===== src/rtl/mult_unit.sv =====
// mult_unit: 16-bit iterative shift-add multiplier with writeback handshake
// and misprediction kill.
//
// Ports
//   clk, rst_n      : clock and synchronous active-low reset
//   mult_inst_pkg   : [65] valid, [64:59] ROB index, [58:53] dest preg
//   op_a, op_b      : operands, sampled when a package is accepted
//   mis_pred        : flush request
//   mis_pred_indx   : ROB index of the mispredicted branch
//   rob_head        : oldest ROB entry, used as the age reference
//   cdb_grant       : writeback bus grant
//   mult_done       : one-cycle release of the upstream holding register
//   out_valid       : result present on the writeback bus
//   out_data        : low 16 bits of the product
//   out_rob         : ROB index of the result
//   out_preg        : destination physical register
//
// state | meaning
// IDLE  | waiting for a valid package
// BUSY  | 16 shift-add iterations
// DONE  | result on the bus, waiting for cdb_grant
// ABORT | killed operation, one-cycle release pulse
module mult_unit #(
  parameter int DATA_W = 16
) (
  input  logic              clk,
  input  logic              rst_n,
  input  logic [65:0]       mult_inst_pkg,
  input  logic [DATA_W-1:0] op_a,
  input  logic [DATA_W-1:0] op_b,
  input  logic              mis_pred,
  input  logic [5:0]        mis_pred_indx,
  input  logic [5:0]        rob_head,
  input  logic              cdb_grant,
  output logic              mult_done,
  output logic              out_valid,
  output logic [DATA_W-1:0] out_data,
  output logic [5:0]        out_rob,
  output logic [5:0]        out_preg
);

  typedef enum logic [1:0] {IDLE, BUSY, DONE, ABORT} state_t;

  state_t            state, state_nxt;
  logic [DATA_W-1:0] acc, mcand, mplier;
  logic [3:0]        cnt;
  logic [5:0]        rob_q, preg_q;

  logic              pkg_valid;
  logic [5:0]        pkg_rob, pkg_preg;
  logic [52:0]       unused_pkg_bits;
  logic [5:0]        age_mis, age_pkg, age_cap;
  logic              kill_pkg, kill_cap, accept;

  assign pkg_valid       = mult_inst_pkg[65];
  assign pkg_rob         = mult_inst_pkg[64:59];
  assign pkg_preg        = mult_inst_pkg[58:53];
  assign unused_pkg_bits = mult_inst_pkg[52:0];

  // Ages relative to the ROB head; 6-bit subtraction gives the mod-64 wrap.
  assign age_mis  = mis_pred_indx - rob_head;
  assign age_pkg  = pkg_rob - rob_head;
  assign age_cap  = rob_q - rob_head;
  // Only strictly younger entries are flushed; the branch itself survives.
  assign kill_pkg = mis_pred && (age_pkg > age_mis);
  assign kill_cap = mis_pred && (age_cap > age_mis);

  assign accept   = (state == IDLE) && pkg_valid && !kill_pkg;

  always_ff @(posedge clk) begin
    if (!rst_n) begin
      state  <= IDLE;
      acc    <= '0;
      mcand  <= '0;
      mplier <= '0;
      cnt    <= '0;
      rob_q  <= '0;
      preg_q <= '0;
    end else begin
      state <= state_nxt;
      if (accept) begin
        acc    <= '0;
        mcand  <= op_a;
        mplier <= op_b;
        cnt    <= '0;
        rob_q  <= pkg_rob;
        preg_q <= pkg_preg;
      end else if (state == BUSY) begin
        if (mplier[0]) acc <= acc + mcand;
        mcand  <= mcand << 1;
        mplier <= mplier >> 1;
        cnt    <= cnt + 4'd1;
      end
    end
  end

  always_comb begin
    state_nxt = state;
    mult_done = 1'b0;
    out_valid = 1'b0;
    case (state)
      IDLE: begin
        if (pkg_valid) state_nxt = kill_pkg ? ABORT : BUSY;
      end
      BUSY: begin
        if (kill_cap)          state_nxt = ABORT;
        else if (cnt == 4'd15) state_nxt = DONE;
      end
      DONE: begin
        // A kill suppresses the result even when the bus is granted.
        if (kill_cap) begin
          state_nxt = ABORT;
        end else begin
          out_valid = 1'b1;
          if (cdb_grant) begin
            mult_done = 1'b1;
            state_nxt = IDLE;
          end
        end
      end
      ABORT: begin
        mult_done = 1'b1;
        state_nxt = IDLE;
      end
      default: state_nxt = IDLE;
    endcase
    out_data = out_valid ? acc    : '0;
    out_rob  = out_valid ? rob_q  : '0;
    out_preg = out_valid ? preg_q : '0;
  end

endmodule


===== config.mk =====
export PLATFORM = sky130hd
export DESIGN_NAME = mult_unit
export DESIGN_NICKNAME = d
export VERILOG_FILES = /design/src/rtl/mult_unit.sv
export SDC_FILE = /design/constraint.sdc
export NUM_CORES = 1
export LEC_CHECK = 0
export CAP_MARGIN = 20
export CORE_AREA = 10 10 106 108
export DETAILED_ROUTE_END_ITERATION = 8
export DIE_AREA = 0 0 116 118
export PLACE_DENSITY_LB_ADDON = 0.08
export SLEW_MARGIN = 20
export SYNTH_ARGS = -nofsm -noshare
export SYNTH_HDL_FRONTEND = slang
export SYNTH_SLANG_ARGS = --single-unit

===== constraint.sdc =====
create_clock -name clk -period 6.4 [get_ports clk]
set_input_delay 0.64 -clock clk [delete_from_list [all_inputs] [get_ports clk]]
set_output_delay 0.64 -clock clk [all_outputs]
set_load 0.05 [all_outputs]

Yosys cells after proc, flatten, opt, wreduce, memory -nomap -nowiden:

Index checks and enable logic that the tools add are counted.
Widths: inputs -> output; s select.

* logic and storage cells: 51
* input port bits: 114
* flip-flop bits (word level): 66

* equality and inequality tests: 7
* reductions and logical operators: 10
* add/sub/neg operators: 5
* bitwise gates (word level): 1
* order comparisons: 2
* multiplexer cells: 19

Operators with widths (number)
* $mux 16: 5
* $sub 6x6->6: 3
* $add 16x16->16: 1
* $gt 6x6->1: 2
* $mux 2: 6
* $mux 6: 2
* $pmux 2 s4: 1
* $add 4x1->4 const B: 1
* $eq 2x2->1 const B: 2
* $eq 4x4->1 const B: 1
* $logic_and 1x1->1: 4
* $mux 1: 4
* $ne 3x2->1 const B: 1
* $ne 3x3->1 const B: 1
* $reduce_and 3->1: 1
* $eq 2x1->1 const B: 1
* $logic_not 2->1: 1
* $ne 2x2->1 const B: 1
* $pmux 1 s2: 1
* $reduce_and 2->1: 1
* $reduce_bool 2->1: 1
* $reduce_or 2->1: 1
* $logic_not 1->1: 1
* $not 1->1: 1

Logic depth before layout (Yosys ltp):

Gate-level depths: netlist (run 1).

* depth in word-level cells: 6
* mapped depth: 18

Worst setup path before layout (run 1):

OpenSTA, ideal clock, no wires.

* path kind: input-to-output
* start point: input rob_head[1]
* end point: output out_preg[0]
* cell stages on the path: 15
* data arrival time: 3.922 ns
* setup slack: 1.838 ns
* buffers on the path: 2
* data required time: 5.760 ns
* cell sequence: inv_1 > ha_1 > a21o_1 > a21o_1 > a21o_1 > a21oi_1 > xnor2_1 > ha_1 > nand3_1 > or4_1 > and3_1 > buf_6 > nor2b_2 > buf_2 > and2_1

* cells in the longest elaborated chain, start to end: 6
* elaborated cells between the ends (all ways): 7
* those cells by class: add/sub (2); order compare (1); mux (3); reduce/logical (1)

Ends and longest elaborated chain
* from (decl): line 33 `input logic [5:0] rob_head,`
* $sub 6x6->6 (on tied branches): line 63, 61
* $gt 6x6->1 (*): line 66 `assign kill_cap = mis_pred && (age_cap > age_mis);`
* $logic_and 1x1->1 (*): line 66
* $mux 1 (*): line 111 `if (kill_cap) begin`
* $mux 1 (*): line 101 `case (state)`
* named net out_valid: line 36 `output logic out_valid,`
* $mux 6 (*): line 129 `out_preg = out_valid ? preg_q : '0;`
* to (decl): line 39 `output logic [5:0] out_preg`

Mark *: on every way through the listed nets, which the timed path passes. The rest lies on a longest branch.

Worst setup path after layout (run 1):

* start point: input rob_head[1]
* end point: output out_preg[4]

* cells in the longest elaborated chain, start to end: 6
* elaborated cells between the ends (all ways): 7
* those cells by class: add/sub (2); order compare (1); mux (3); reduce/logical (1)

Ends and longest elaborated chain (line)
* $sub 6x6->6 (on tied branches): 63, 61
* $gt 6x6->1 (*): 66
* $logic_and 1x1->1 (*): 66
* $mux 1 (*): 111
* $mux 1 (*): 101
* $mux 6 (*): 129

Mark *: on every way between the ends. The rest lies on a longest branch, timed or not.

==> results.cfg, run 1 <==
[place]
placed_cell_area_um2 = 5490
hpwl_um = 8570
place_congestion = 0.891
placed_cells = 731
port_buffers = 90

[clock_tree]
clk_pin_slew_worst_paths_ps = 80
cts-root-buf = clkbuf_8
cts_buffers = 9
clkSinkCount = 66
ctsResizeCount = 0
cts_tree = done
cts_setup_buffers = 0
clock_latency_ps = 340
clockBufferDepth = 2
hold_buffers = 0
h-tree-depth = 3

[drt]
drtPass1Iterations = 6
drc = 0
top_layer = met4
final_antenna_net_count = 0
drt-initial-drc-count = 194
via_count = 4148
wl_met1_um = 5070
routedWlPerCell_um = 15.5
dr_wl_met2_um = 5690
viasPerCell = 5.55
wl_um = 11600
wl_met3_um = 735

[run_status]
status = complete, no violations

[floorplanning]
io-pin-count = 144
die_area_um2 = 13700
die_h_um = 118
initial_core_util_pct = 50.4
core.rowCount = 35
die_w_um = 116
core_um2 = 9110

[logic_synthesis]
ys_async_sr_fraction_pct = 0
synth.distinct_cells = 55
synth_fp_nets = 714
synth_top_area_cell = dfxtp_1
postSynthAreaPerCell_um2 = 8.27
ys_seq_elements = 66
synth_warnings = 0
synth_most_common_cell = nand2_1
ys_seq_area_share_pct = 28.8
synth.area.top_cells = dfxtp_1 29%, ha_1 11%, o211a_1 7.2%
netlist_instances = 555
synth_top_area_share_pct = 28.8
synthTopCellsByCount = 84 x nand2_1, 66 x dfxtp_1, 41 x ha_1
syn_area_um2 = 4590
synth_edf_count = 0
synth_ff_type = dfxtp_1

[hold_path]
hold_path.class = register to register
hp-start = acc[11]
worstHoldEndpoint = acc[11]
whs_path_depth = 2

[timing]
setup_viol = 0
drv_slew = 0
tightest_slew_ps = 776
finalHoldViolations = 0
finClkSkew_ps = 10.5
rsz0062_at_grt = false
slew_headroom_pct = 48.2
fmax_mhz = 177
fin_setup_tns_ps = 0
period_share_pct = 88.2
period_needed_ps = 5640

[global_route]
grt_max_degree = 55
grt_pass1_vias = 4083
antenna_found_initial = 0
grt_pass1_wl_um = 19200
grt-ovfl-total = 0
grt_usage_pct = 16.9

[pwr]
power_density_nw_per_um2 = 314
power_uw = 1790
p_leak_uw = 0.00267
peakVddDrop_uv = 155

[setup_path]
worstPathMaxFanout = 16
cp_slowest_cell = clkdlybuf4s50_1
cp_num_buf_inv = 4
end_kind = output pin
slowest_delay_ps = 830
critPathKind = input port to output pin
start_kind = input port
required_ps = 5760
cp_num_cells = 16
critPathTopFamily = buffers and inverters
crit_chain = clkdlybuf4s50_1 -> inv_1 -> ha_1 -> a21o_1 -> a21o_1 -> a21o_1 -> a21oi_1 -> xnor2_1 -> ha_1 -> nand3_1 -> or4_1 -> and3_1 -> nor2b_2 -> buf_4 -> and2_1 -> clkdlybuf4s50_1
crit_top_cell = a21o_1
r2r_start = rob_q[1]
r2r_cells = 13
cp_data_arrival_time_ps = 5000
r2r_end = state[0]
r2r_setup_slack_ps = 3210

[finish]
final_area_um2 = 5690
nets = 790
fill_cells = 838
layoutNonFillerInstCount = 747
diodes = 0
drive_gt1_share_pct = 4.87
syn_to_final_growth_pct = 24.1

[flow_run]
drv_cap = 0
==> flip-flops by register name, summed over array words and instances, names as in the netlist <==
register / flops
rob_q: 6
preg_q: 6
state: 2
mcand: 16
cnt: 4
mplier: 16
acc: 16
==> layout by cell type, fill, tap and decap left out, types with 5 or more instances in the layout <==
| cell | n |
|---|---|
| clkdlybuf4s50_1 | 90 |
| nand2_1 | 84 |
| dfxtp_1 | 66 |
| ha_1 | 41 |
| nand3_1 | 34 |
| o211a_1 | 33 |
| a21oi_1 | 30 |
| nor2_1 | 30 |
| and2_1 | 29 |
| inv_1 | 25 |
| nor2b_1 | 20 |
| xnor2_1 | 16 |
| a21o_1 | 14 |
| mux2i_1 | 12 |
| clkbuf_8 | 11 |
| xor2_1 | 10 |
| o21ai_0 | 7 |
| and3_1 | 6 |
| buf_4 | 6 |
| o21a_1 | 5 |
| nor3_1 | 5 |
==> worst max-delay path by stage <==
stage / start / endpoint / slack, ps
floorplan: rob_head[1] / out_preg[0] / 1840
global placement: rob_head[1] / out_rob[5] / 820
detailed placement: rob_head[1] / out_preg[4] / 750
CTS: rob_head[1] / out_preg[4] / 740
global route: rob_head[1] / out_preg[4] / 520
finish: rob_head[1] / out_preg[4] / 760
==> final cells by class <==
class                      count  area (um^2)  share of cell area (%)
clock inverter                 4         50.0                   0.879
inverter                      25         93.8                    1.65
timing repair buffer          96          946                    16.6
tap                          111          139                    2.44
multi-input combinational    433         2990                    52.5
clock buffer                  12          155                    2.72
sequential                    66         1320                    23.2
==> power breakdown <==
group / total (uW) / internal (uW) / switching, uW / leakage [uW]
registers: 582 / 509 / 72.4 / 0.000541
clock network: 369 / 201 / 168 / 0.0000986
logic: 836 / 358 / 478 / 0.00203
==> cell families after synthesis <==
family          count (synthesis)  share of synthesized area [%]
fa+ha+maj                      45                           12.9
xor+xnor                       26                           4.96
mux                            12                           2.62
compound gates                119                           19.8
flops                          66                           28.8
buf+inv                        56                           6.13
simple gates                  231                           24.8
==> through the flow <==
stage | util [%] | hold WS [ps] | setup slack, ps
global route | 62.5 | 514 | 523
global placement | 60.3 | 462 | 816
floorplan | - | 445 | 1840
CTS | 62.5 | 485 | 737
finish | 62.5 | 483 | 758
detailed placement | 60.3 | 474 | 752
==> routing by layer <==
layer / track usage [%] / vias to the layer above
met5: 0 / -
met4: 4.23 / 0
met3: 4.03 / 11
met2: 28.6 / 114
met1: 20.7 / 1924
li1: - / 2099
==> worst min-delay path, stage by stage, from the launching register on <==
cell	delay, ps
dfxtp_1	330
nand2_1	60
a21oi_1	50
Note: power is estimated with default switching activity, not from simulation.
==> inputs of run 2 (changes only) <==
- SETUP_SLACK_MARGIN: default -> 0.02
==> results of run 2 <==
No change in the layout: final DEF, timing and power equal those of run 1.
==> inputs of run 3 (changes only) <==
- CORE_AREA: 10 10 106 108 -> 10 10 109 111
- DIE_AREA: 0 0 116 118 -> 0 0 119 121
- clock period: 6.4 -> 5.3 ns (I/O delays scaled with it)
==> run 3 against run 2 <==
Compared with the run above:
- global-route usage down 0.38 points
- clock skew up 1.9 ps
- power up 22%
- critical path type unchanged
- critical endpoint is now out_rob[5]
- highest routed layer unchanged
==> results.cfg, run 3 (same netlist as run 1, synthesis figures left out) <==
[global_route]
grt_pass1_wl_um = 20000
grt_max_degree = 65
grt_usage_pct = 16.5
grt_pass1_vias = 4277
grt-ovfl-total = 0
antenna_found_initial = 0

[run_status]
status = complete, no violations

[drt]
drt-initial-drc-count = 176
drtPass1Iterations = 4
wl_um = 11600
final_antenna_net_count = 0
viasPerCell = 5.31
routedWlPerCell_um = 15.1
via_count = 4097
drc = 0

[timing]
fmax_mhz = 207
slew_headroom_pct = 48.8
setup_viol = 0
tightest_slew_ps = 766
drv_slew = 0
whs_ps = 477
finClkSkew_ps = 12.5
finalHoldViolations = 0
rsz0062_at_grt = false
period_share_pct = 91.3
period_needed_ps = 4840
fin_setup_tns_ps = 0

[clock_tree]
hold_buffers = 0
h-tree-depth = 3
clkSinkCount = 66
cts_setup_buffers = 0
cts_buffers = 9
cts-root-buf = clkbuf_8
clk_pin_slew_worst_paths_ps = 80
clockBufferDepth = 2
clock_latency_ps = 350
cts_tree = done
ctsResizeCount = 0

[finish]
final_core_util_pct = 62.6
reg_top3 = acc (16), mcand (16), mplier (16)
fill_cells = 880
drive_gt1_share_pct = 10.0
diodes = 0
final_common_cell = nand2_1
syn_to_final_growth_pct = 31.5
final_cell_mix = 84 x nand2_1, 66 x dfxtp_1, 60 x clkdlybuf4s50_1
nets = 792

[floorplanning]
die_area_um2 = 14400
io-pin-count = 144
core.rowCount = 36
die_w_um = 119
die_h_um = 121
initial_core_util_pct = 47.6
core_um2 = 9640

[pwr]
internal_power_uw = 1290
p_comb_share_pct = 47.4
peakVddDrop_uv = 232
seqPwrFrac_pct = 32.3
clockPowerShare_pct = 20.3
power_density_nw_per_um2 = 361
swShare_pct = 40.7
net-switching-power_uw = 888
p_leak_uw = 0.00283

[setup_path]
critPathKind = input port to output pin
cp_data_arrival_time_ps = 4310
r2r_end = state[0]
end_kind = output pin
worstPathMaxFanout = 18
r2r_cells = 13
r2r_setup_slack_ps = 2070
start_kind = input port
required_ps = 4770
r2r_start = rob_q[1]

[hold_path]
whs_path_depth = 2
hp-start = acc[8]
hold_path.class = register to register
worstHoldEndpoint = acc[8]

[place]
place_congestion = 0.858
hpwl_um = 8600
port_buffers = 90

[flow_run]
drv_cap = 0
[run 3: changes by cell type in the layout (fill, tap and decap cells not counted), moves of 2 or more]
cell             previous run  this run
buf_12                      0        30
buf_4                       6         8
clkbuf_8                   11         9
clkdlybuf4s50_1            90        60
clkinv_4                    0         2
inv_6                       0         2
[run 3: worst max-delay path by stage]
stage / start / end / slack, ps / cells after the start
2_1_floorplan: rob_head[1] / out_preg[0] / 960 / 15
3_3_place_gp: rob_head[1] / out_data[4] / 520 / 16
3_5_place_dp: rob_head[1] / out_rob[4] / 480 / 16
4_1_cts: rob_head[1] / out_rob[4] / 450 / 16
5_1_grt: rob_head[1] / out_preg[1] / 130 / 16
6_report: rob_head[1] / out_rob[5] / 460 / 16
[run 3: area by class of cell]
cell class	count	area [um^2]	share of cell area (%)
Inverter	25	93.8	1.56
Multi-Input combinational cell	433	2990	49.5
Clock buffer	9	124	2.05
Clock inverter	7	77.6	1.29
Timing Repair Buffer	98	1260	20.9
Sequential cell	66	1320	21.9
Tap cell	133	166	2.76
[run 3: power by group through the flow]
stage	Combinational, uW	Sequential (uW)	Clock, uW
2_1_floorplan	826	689	0
3_3_place_gp	1010	711	0
3_5_place_dp	1040	715	0
4_1_cts	1040	704	455
5_1_grt	1170	724	481
6_report	1030	704	443
[run 3: through the flow]
stage / instances / total power [uW] / setup slack, ps / instance area [um^2]
after floorplan: 555 / 1510 / 958 / 4590
after CTS: 771 / 2200 / 448 / 6030
after global routing: 771 / 2380 / 134 / 6030
final: 771 / 2180 / 461 / 6030
after detailed placement: 755 / 1750 / 476 / 5830
after global placement: 755 / 1720 / 520 / 5830
[run 3: critical path, stage by stage]
cell             delay, ps
clkdlybuf4s50_1        400
inv_1                  220
ha_1                   290
a21o_1                 200
a21o_1                 200
a21o_1                 170
a21oi_1                170
xnor2_1                120
ha_1                   350
nand3_1                100
or4_1                  470
and3_1                 280
nor2b_2                180
buf_4                  250
and2_1                 220
buf_12                 150
[run 3: per-layer routing]
layer | vias to the layer above | wire [um] | GRT usage (%)
met5 | - | 0 | 0
met4 | 0 | 117 | 4.20
met3 | 10 | 557 | 4.33
met2 | 79 | 5710 | 29.3
met1 | 1914 | 5250 | 19.3
li1 | 2094 | - | -
